File: config.mk
export PLATFORM = sky130hd
export DESIGN_NAME = icache_direct_mapped
export DESIGN_NICKNAME = d
export VERILOG_FILES = /design/src/rtl/icache_direct_mapped.sv
export SDC_FILE = /design/constraint.sdc
export NUM_CORES = 2
export LEC_CHECK = 0
export BUFFER_PORTS_ARGS = -buffer_cell sky130_fd_sc_hd__buf_2
export CAP_MARGIN = 20
export CORE_MARGIN = 2
export CORE_UTILIZATION = 46
export DETAILED_ROUTE_END_ITERATION = 8
export SLEW_MARGIN = 25
export SYNTH_ARGS = -nofsm -noshare
export SYNTH_HDL_FRONTEND = slang
export SYNTH_SLANG_ARGS = --single-unit
File: constraint.sdc
create_clock -name clk -period 4.59 [get_ports clk]
set_input_delay 0.2295 -clock clk [delete_from_list [all_inputs] [get_ports clk]]
set_output_delay 0.2295 -clock clk [all_outputs]
set_load 0.01 [all_outputs]
File: src/rtl/icache_direct_mapped.sv
// Direct-mapped instruction cache with word-by-word line refill and early restart.
// Optional ICACHE_PERF_EN adds saturating hit/miss/abort counters.
module icache_direct_mapped #(
    parameter int ADDR_WIDTH     = 17,
    parameter int LEN            = 32,
    parameter int NUM_LINES      = 16,
    parameter int INDEX_SIZE     = 4,
    parameter int WORDS_PER_LINE = 4,
    parameter int OFFSET_SIZE    = 2
) (
    input  logic                  clk,
    input  logic                  rst_n,
    input  logic [ADDR_WIDTH-1:0] inst_addr,
    input  logic                  inst_fetch_enabled,
    input  logic                  invalidate,
    output logic [LEN-1:0]        instruction,
    output logic [1:0]            inst_fetch_status,
    input  logic [LEN-1:0]        mem_data,
    input  logic [1:0]            mem_status,
    output logic [ADDR_WIDTH-1:0] mem_vis_addr,
    output logic [1:0]            mem_vis_signal
`ifdef ICACHE_PERF_EN
    ,
    output logic [31:0]           hit_count,
    output logic [31:0]           miss_count,
    output logic [31:0]           abort_count
`endif
);

    localparam int TAG_W = ADDR_WIDTH - INDEX_SIZE - OFFSET_SIZE - 2;
    localparam logic [OFFSET_SIZE-1:0] LAST_WORD = OFFSET_SIZE'(WORDS_PER_LINE - 1);

    localparam logic [1:0] I_CACHE_RESTING = 2'd0;
    localparam logic [1:0] I_CACHE_WORKING = 2'd1;
    localparam logic [1:0] I_CACHE_STALL   = 2'd2;
    localparam logic [1:0] IF_FINISHED     = 2'd3;
    localparam logic [1:0] MEM_RESTING     = 2'd0;
    localparam logic [1:0] MEM_NOP         = 2'd0;
    localparam logic [1:0] MEM_READ        = 2'd1;

    typedef enum logic [1:0] {IDLE, REQ, WAIT} state_e;

    state_e                 state;
    logic [NUM_LINES-1:0]   valid;
    logic [TAG_W-1:0]       tag_mem  [NUM_LINES];
    logic [LEN-1:0]         data_mem [NUM_LINES][WORDS_PER_LINE];

    logic [TAG_W-1:0]       req_tag;
    logic [INDEX_SIZE-1:0]  req_idx;
    logic [OFFSET_SIZE-1:0] req_off;
    logic [OFFSET_SIZE-1:0] cnt;
    logic                   delivered;
    logic                   inv_seen;

    logic [OFFSET_SIZE-1:0] f_off;
    logic [INDEX_SIZE-1:0]  f_idx;
    logic [TAG_W-1:0]       f_tag;
    logic                   unused_addr_bits;

    assign f_off = inst_addr[OFFSET_SIZE+1:2];
    assign f_idx = inst_addr[OFFSET_SIZE+2 +: INDEX_SIZE];
    assign f_tag = inst_addr[ADDR_WIDTH-1 -: TAG_W];
    assign unused_addr_bits = ^inst_addr[1:0];

    logic lookup_ok, idle_hit, idle_miss;
    logic bg_req, bg_match, bg_hit, bg_now, bg_hold, bg_abort;

    // No lookup in the IF_FINISHED cycle, so a still-held request is not served twice.
    // Fetches during a background refill: hit on written words, wait on pending ones, abort otherwise.
    always_comb begin
        lookup_ok = inst_fetch_enabled && (inst_fetch_status != IF_FINISHED);
        idle_hit  = (state == IDLE) && lookup_ok && valid[f_idx] && (tag_mem[f_idx] == f_tag) && !invalidate;
        idle_miss = (state == IDLE) && lookup_ok && !idle_hit;
        bg_req    = (state != IDLE) && delivered && lookup_ok;
        bg_match  = (f_tag == req_tag) && (f_idx == req_idx) && !inv_seen && !invalidate;
        bg_hit    = bg_req && bg_match && (f_off < cnt);
        bg_now    = bg_req && bg_match && (state == WAIT) && (f_off == cnt);
        bg_hold   = bg_req && bg_match && ((state == REQ) ? (f_off >= cnt) : (f_off > cnt));
        bg_abort  = bg_req && !bg_match && !((state == WAIT) && (cnt == LAST_WORD));
    end

    always_ff @(posedge clk) begin
        if (state == WAIT) begin
            data_mem[req_idx][cnt] <= mem_data;
            if (cnt == LAST_WORD) tag_mem[req_idx] <= req_tag;
        end
    end

    always_ff @(posedge clk or negedge rst_n) begin
        if (!rst_n) begin
            state             <= IDLE;
            valid             <= '0;
            instruction       <= '0;
            mem_vis_addr      <= '0;
            mem_vis_signal    <= MEM_NOP;
            inst_fetch_status <= I_CACHE_RESTING;
            req_tag           <= '0;
            req_idx           <= '0;
            req_off           <= '0;
            cnt               <= '0;
            delivered         <= 1'b0;
            inv_seen          <= 1'b0;
        end else begin
            case (state)
                IDLE: begin
                    mem_vis_signal <= MEM_NOP;
                    if (idle_hit) begin
                        instruction       <= data_mem[f_idx][f_off];
                        inst_fetch_status <= IF_FINISHED;
                    end else if (idle_miss) begin
                        req_tag           <= f_tag;
                        req_idx           <= f_idx;
                        req_off           <= f_off;
                        cnt               <= '0;
                        delivered         <= 1'b0;
                        inv_seen          <= 1'b0;
                        valid[f_idx]      <= 1'b0;
                        inst_fetch_status <= I_CACHE_WORKING;
                        state             <= REQ;
                    end else begin
                        inst_fetch_status <= I_CACHE_RESTING;
                    end
                end
                REQ: begin
                    if (bg_abort) begin
                        mem_vis_signal    <= MEM_NOP;
                        inst_fetch_status <= I_CACHE_WORKING;
                        state             <= IDLE;
                    end else if (mem_status == MEM_RESTING) begin
                        mem_vis_signal    <= MEM_READ;
                        mem_vis_addr      <= {req_tag, req_idx, cnt, 2'b00};
                        inst_fetch_status <= I_CACHE_WORKING;
                        state             <= WAIT;
                    end else begin
                        mem_vis_signal    <= MEM_NOP;
                        inst_fetch_status <= (delivered && !bg_hold) ? I_CACHE_WORKING : I_CACHE_STALL;
                    end
                    if (bg_hit) begin
                        instruction       <= data_mem[req_idx][f_off];
                        inst_fetch_status <= IF_FINISHED;
                    end
                    if (bg_hold) begin
                        req_off   <= f_off;
                        delivered <= 1'b0;
                    end
                    if (invalidate) inv_seen <= 1'b1;
                end
                WAIT: begin
                    mem_vis_signal <= MEM_NOP;
                    if (!delivered && (cnt == req_off)) begin
                        instruction       <= mem_data;
                        inst_fetch_status <= IF_FINISHED;
                        delivered         <= 1'b1;
                    end else begin
                        inst_fetch_status <= (cnt == LAST_WORD) ? I_CACHE_RESTING : I_CACHE_WORKING;
                    end
                    if (bg_hit) begin
                        instruction       <= data_mem[req_idx][f_off];
                        inst_fetch_status <= IF_FINISHED;
                    end
                    if (bg_now) begin
                        instruction       <= mem_data;
                        inst_fetch_status <= IF_FINISHED;
                    end
                    if (bg_hold) begin
                        req_off   <= f_off;
                        delivered <= 1'b0;
                    end
                    if (bg_abort) begin
                        inst_fetch_status <= I_CACHE_WORKING;
                        state             <= IDLE;
                    end else if (cnt == LAST_WORD) begin
                        valid[req_idx] <= !inv_seen && !invalidate;
                        state          <= IDLE;
                    end else begin
                        cnt   <= cnt + 1'b1;
                        state <= REQ;
                    end
                    if (invalidate) inv_seen <= 1'b1;
                end
                default: state <= IDLE;
            endcase
            if (invalidate) valid <= '0;
        end
    end

`ifdef ICACHE_PERF_EN
    logic hit_ev, miss_ev, abort_ev;
    assign hit_ev   = idle_hit || bg_hit || bg_now;
    assign miss_ev  = idle_miss;
    assign abort_ev = bg_abort;

    // A lookup on the same edge as invalidate is counted after the clear.
    function automatic logic [31:0] bump(input logic [31:0] c, input logic ev, input logic clr);
        if (clr) return {31'b0, ev};
        return (ev && (c != '1)) ? c + 32'd1 : c;
    endfunction

    always_ff @(posedge clk or negedge rst_n) begin
        if (!rst_n) begin
            hit_count   <= '0;
            miss_count  <= '0;
            abort_count <= '0;
        end else begin
            hit_count   <= bump(hit_count, hit_ev, invalidate);
            miss_count  <= bump(miss_count, miss_ev, invalidate);
            abort_count <= bump(abort_count, abort_ev, invalidate);
        end
    end
`endif

endmodule
## Yosys cells after proc, flatten, opt, wreduce, memory -nomap -nowiden

Memories as Yosys holds them, arrays and structs flattened.
Index checks and enable logic that the tools add are counted.
Widths: inputs -> output; s select.

| operators by class | value |
|---|---|
| bitwise operators | 6 |
| add/sub/neg operators | 1 |
| equality and inequality tests | 25 |
| muxes and demuxes | 71 |
| order comparisons | 10 |
| reductions and logical operators | 51 |

Operators with widths:

| operator | count |
|---|---|
| $mux 32 | 10 |
| $bmux 32 s2 | 2 |
| $mux 128 | 1 |
| $pmux 32 s3 | 1 |
| $mux 16 | 5 |
| $demux 32 s2 | 1 |
| $mux 2 | 20 |
| $pmux 16 s2 | 1 |
| $logic_and 1x1->1 | 25 |
| $mux 1 | 19 |
| $eq 9x9->1 | 2 |
| $and 16x16->16 | 1 |
| $bwmux 16 | 1 |
| $ne 2x2->1 const B | 8 |
| $not 16->16 | 1 |
| $reduce_and 5->1 | 3 |
| $pmux 2 s2 | 3 |
| $pmux 2 s3 | 2 |
| $reduce_and 4->1 | 3 |
| $lt 4x5->1 const B | 2 |
| $ne 3x2->1 const B | 3 |
| $ne 3x3->1 const B | 3 |
| $reduce_and 3->1 | 3 |
| $demux 1 s4 | 2 |
| 23 further kinds | 42 |

| storage, ports and cells | value |
|---|---|
| input bits | 55 |
| register bits | 88 |
| memories | 2 |
| RAM bits | 2192 |
| output and inout port bits | 53 |

Memory list:

| memory | words | bits a word | rd ports | clocked after Yosys merged registers in | write ports | RTL line | source |
|---|---|---|---|---|---|---|---|
| data_mem | 16 | 128 | 2 | 0 | 1 | 46 | `logic [LEN-1:0] data_mem [NUM_LINES][WORDS_PER_LINE];` |
| tag_mem | 16 | 9 | 1 | 0 | 1 | 45 | `logic [TAG_W-1:0] tag_mem [NUM_LINES];` |

## Longest topological paths before layout

| logic depth | value |
|---|---|
| depth in word-level cells | 13 |
| gate-level depth with buffers | 14 |

## Worst setup path after synthesis

Ideal clock, no wire load.

| timing path | value |
|---|---|
| kind | flip-flop to flip-flop |
| start point | register state[0] |
| end point | memory data_mem[15][0] (netlist name) (enable) |
| clock period less this slack | 3.816 ns |
| stages on the path, launching flop included | 8 |
| library setup time | 0.440 ns |
| required time | 4.150 ns |
| data arrival time | 3.376 ns |
| setup slack | 0.774 ns |
| path buffers | 3 |
| cells stage by stage | dfrtp_1 -> inv_1 -> ha_1 -> clkbuf_1 -> clkbuf_1 -> nand2_1 -> clkbuf_1 -> nor2_1 |

| between the ends | value |
|---|---|
| longest elaborated chain between the ends | 3 |

Ends and longest elaborated chain:

| what | RTL line | source |
|---|---|---|
| start, declared | 43 | `state_e state;` |
| start signal, assigned | 91 | `state <= IDLE;` |
| start signal, assigned | 119 | `state <= REQ;` |
| start signal, assigned | 128 | `state <= IDLE;` |
| $eq 2x2->1 | 83 | `if (state == WAIT) begin` |
| $mux 1 | 83 |  |
| $mux 128 (not written as such) | 84 | `data_mem[req_idx][cnt] <= mem_data;` |
| end, declared | 46 |  |

Every way passes these cells.

## Worst setup path in the final report

| timing path | value |
|---|---|
| start point | register req_tag[0] |
| end point | register instruction[23] |

| between the ends | value |
|---|---|
| longest elaborated chain between the ends | 9 |
| elaborated cells on any way between the ends | 14 |

Ends and longest elaborated chain:

| what | RTL line | source |
|---|---|---|
| start, declared | 48 | `logic [TAG_W-1:0] req_tag;` |
| start signal, assigned | 111 | `req_tag <= f_tag;` |
| $eq 9x9->1 * | 75 | `bg_match = (f_tag == req_tag) && (f_idx == req_idx) && !inv_seen && !invalidate;` |
| $logic_and 1x1->1 * (3 in a row) | 75 |  |
| $logic_and 1x1->1 * | 76, 77 |  |
| $logic_and 1x1->1 (on tied branches) | 76, 77 |  |
| $mux 32 or $logic_and 1x1->1 (tied branches) | 157, 77 |  |
| $mux 32 or $ne 4x3->1 (tied branches) | n/a |  |
| $pmux 32 s3 or $reduce_and 4->1 (tied branches) | n/a |  |
| end signal, assigned | 108 | `instruction <= data_mem[f_idx][f_off];` |
| end signal, assigned | 158 | `instruction <= data_mem[req_idx][f_off];` |
| end signal, assigned | 162 | `instruction <= mem_data;` |
| end, declared | 16 | `output logic [LEN-1:0] instruction,` |

Mark *: on every way between the ends. The rest lies on a longest branch, timed or not.
A chain may end at the register's enable or synchronous reset.

==> impl_metrics.py <==
metrics = {
    "status": {
        "status": "completed",
    },
    "worst_setup_path": {
        "max_stage_delay_ns": 0.70,
        "cp.arrival_ns": 4.87,
        "cp.buffers_inverters": 1,
        "path_cells": "xor2_1, nor4_1, nand4_1, nor4_2, and2_1, a31o_4, buf_12, o211ai_1, a31oi_1, mux2_2",
        "cp_top_family": "simple AND/OR/NAND/NOR gates",
        "cp-end-kind": "register",
        "ff2ff_path_depth": 10,
        "path_max_fanout": 19,
        "reg2reg_slack_ns": 0.54,
        "worstPathRequired_ns": 5.40,
        "reg2reg_from": "req_tag[0]$_DFFE_PN0P_",
        "slowest_stage": "dfrtp_1",
        "path_class": "register to register",
        "rr_endpoint": "instruction[23]$_DFFE_PN0P_",
        "startpoint_type": "register",
    },
    "power": {
        "leakagePower_uw": 0.0369,
        "power.density_mw_per_mm2": 516,
        "pwr-share-comb_pct": 28.6,
        "p_int_uw": 43500,
        "p_seq_share_pct": 39.3,
        "switching_share_pct": 29.1,
        "ir_worst_vdd_uv": 653,
        "netSwitchingPower_uw": 17800,
        "power_frac_clock_pct": 32.1,
    },
    "final_layout": {
        "fin_nets": 4968,
        "area_delta_synth_final_pct": 13.7,
        "final_area_mm2": 0.119,
        "layout-drive-gt1-share_pct": 43.5,
    },
    "floorplan": {
        "ios": 108,
        "core_mm2": 0.225,
        "num_rows": 174,
        "die_y_um": 481,
        "die_area_mm2": 0.231,
        "die_w_um": 481,
        "start_util_pct": 46.4,
    },
    "worst_hold_path": {
        "hold_end": "instruction[17]$_DFFE_PN0P_",
        "min_path_cells": 4,
        "holdCritStartpoint": "mem_data[17]",
        "hold_class": "input pin to register",
    },
    "synthesis": {
        "async_flop_share_pct": 3.82,
        "yosysTopAreaCell": "edfxtp_1",
        "synthTopCellsByArea": "edfxtp_1 (63%), mux4_2 (29%), dfrtp_1 (2.1%)",
        "synth_common_cells": "edfxtp_1 (2192), mux4_2 (1341), clkbuf_1 (156), buf_2 (117), nor2_1 (108)",
        "yosys_warnings": 0,
        "yosysTopAreaCellShare_pct": 63.0,
        "synth_edf_count": 2192,
        "syn_inst": 4652,
        "synth.most_common_cell": "edfxtp_1",
        "ys_types": 61,
        "synth-seq-cells": 2279,
        "synth_area_per_cell_um2": 22.5,
        "seq_area_frac_synth_pct": 65.1,
        "syn_area_mm2": 0.105,
        "synthFlopType": "edfxtp_1",
    },
    "timing": {
        "holdWs_ns": 0.0461,
        "drv_slew": 0,
        "rsz0062_at_grt": "no",
        "fin_setup_tns_ns": 0,
        "timing.final.crit_share_pct": 88.3,
        "setup-violations-final": 0,
        "fmax_mhz": 247,
        "relSlewSlack_pct": 24.2,
        "hold_violations": 0,
        "fin_crit_ns": 4.05,
        "finalClockSkew_ns": 0.0279,
        "worst_pin_slew_ns": 1.14,
    },
    "placed_design": {
        "io_buffers": 102,
        "dp_hpwl_um": 172000,
        "placed_area_mm2": 0.110,
        "finalWeightedCongestion": 0.774,
    },
    "cts": {
        "clk_pin_slew_worst_paths_ns": 0.06,
        "numCtsBuffers": 236,
        "cts_tree": "built",
        "post-cts-setup-buffer-count": 0,
        "cts_htree_levels": 4,
        "clk_latency_ns": 0.88,
        "cts_sinks": 2279,
        "clockBufferDepth": 3,
        "root_buffer": "clkbuf_16",
    },
    "routing": {
        "wl_um": 322000,
        "drtIter0Drc": 8051,
        "via_count": 55500,
        "viasPerCell": 6.85,
        "routedWlPerCell_um": 39.7,
        "dr.pass1.iters": 5,
        "drc_errors": 0,
        "ant_nets": 0,
    },
    "global_route": {
        "grt_pass1_vias": 56300,
        "grt_pass1_wl_um": 446000,
        "antenna_found_initial": 26,
        "grt_usage_pct": 28.1,
        "overflow": 0,
        "grt_max_degree": 109,
    },
    "flow_run": {
        "cap_violations": 0,
    },
}
[worst min-delay path, cell delays in order]
cell	delay, ns
buf_2	0.19
nand2_1	0.11
a31oi_1	0.08
mux2_2	0.25
[worst max path at each step]
stage | from | end | slack, ns | depth (start not counted)
after global placement | req_tag[0]$_DFFE_PN0P_ | instruction[23]$_DFFE_PN0P_ | 0.63 | 10
after detailed placement | req_tag[0]$_DFFE_PN0P_ | instruction[23]$_DFFE_PN0P_ | 0.59 | 10
after floorplan | state[0]$_DFFE_PN0P_ | data_mem[15][0]$_DFFE_PP_ | 0.77 | 7
after CTS | req_tag[0]$_DFFE_PN0P_ | instruction[23]$_DFFE_PN0P_ | 0.57 | 10
after global routing | req_tag[0]$_DFFE_PN0P_ | instruction[4]$_DFFE_PN0P_ | 0.39 | 11
final | req_tag[0]$_DFFE_PN0P_ | instruction[23]$_DFFE_PN0P_ | 0.54 | 10
[cells by family (layout without fill, tap and decap cells)]
family	count (synthesis)	in the layout	share of synthesized area (%)
flip-flops	2279	2279	65.1
multiplexers	1503	1503	30.6
buffers and inverters	382	835	1.64
AND/OR/NAND/NOR	244	244	0.995
AO/OA/AOI/OAI	202	202	1.35
XOR/XNOR	30	30	0.251
adder cells (fa/ha/maj)	11	11	0.132
other	1	11	0.00359
[sequential cells by signal, indices dropped and copies added, names as in the netlist]
| name | flops |
|---|---|
| inst_fetch_status | 2 |
| inv_seen | 1 |
| valid | 16 |
| req_off | 2 |
| req_idx | 4 |
| tag_mem | 144 |
| data_mem | 2048 |
| mem_vis_addr | 15 |
| req_tag | 9 |
| cnt | 2 |
| instruction | 32 |
| delivered | 1 |
| mem_vis_signal | 1 |
| state | 2 |
[power groups by stage]
stage | clock [uW] | combinational, uW | sequential (uW)
after floorplan | 0 | 11900 | 24400
after global placement | 0 | 17600 | 24500
after detailed placement | 0 | 17600 | 24500
after CTS | 20000 | 17700 | 24100
after global routing | 20800 | 18500 | 24100
final | 19700 | 17600 | 24100
[stage by stage]
step	cells	setup slack (ns)	utilization [%]	total power [uW]
floorplan	4654	0.774	-	36300
global placement	7607	0.630	49.0	42100
detailed placement	7608	0.585	49.0	42100
CTS	8092	0.565	52.7	61700
global route	8105	0.392	52.7	63400
finish	8107	0.536	52.7	61400
[layout by cell type, fill, tap and decap left out, drive strengths merged, types with 60 or more instances in the layout]
cell type | Yosys | final
mux2i | 60 | 60
nor2 | 109 | 109
mux2 | 102 | 102
clkbuf | 156 | 310
mux4 | 1341 | 1341
buf | 211 | 330
nand2 | 92 | 92
dfrtp | 87 | 87
edfxtp | 2192 | 2192
clkinv | 0 | 91
[final cells by class]
cell class / instances / area [um2]
Antenna cell: 8 / 20.0
Clock buffer: 310 / 6430
Clock inverter: 133 / 1490
Fill cell: 17300 / 107000
Inverter: 15 / 56.3
Multi-Input combinational cell: 1993 / 35300
Sequential cell: 2279 / 68000
Tap cell: 2992 / 3740
Timing Repair Buffer: 377 / 3700
[layer usage]
layer	wire length [um]	track usage (%)	share of wire (%)
met4	11000	8.95	3.4
met3	31400	5.53	9.8
met5	38	0	0.012
met2	153000	43.8	48
met1	126000	40.2	39
[repair_timing]
item / in CTS / in global routing
hold buffers: 41 / 7
gates resized for setup: 0 / 0
hold endpoints to repair: 911 / 448
Note: power is estimated with default switching activity, not from simulation.
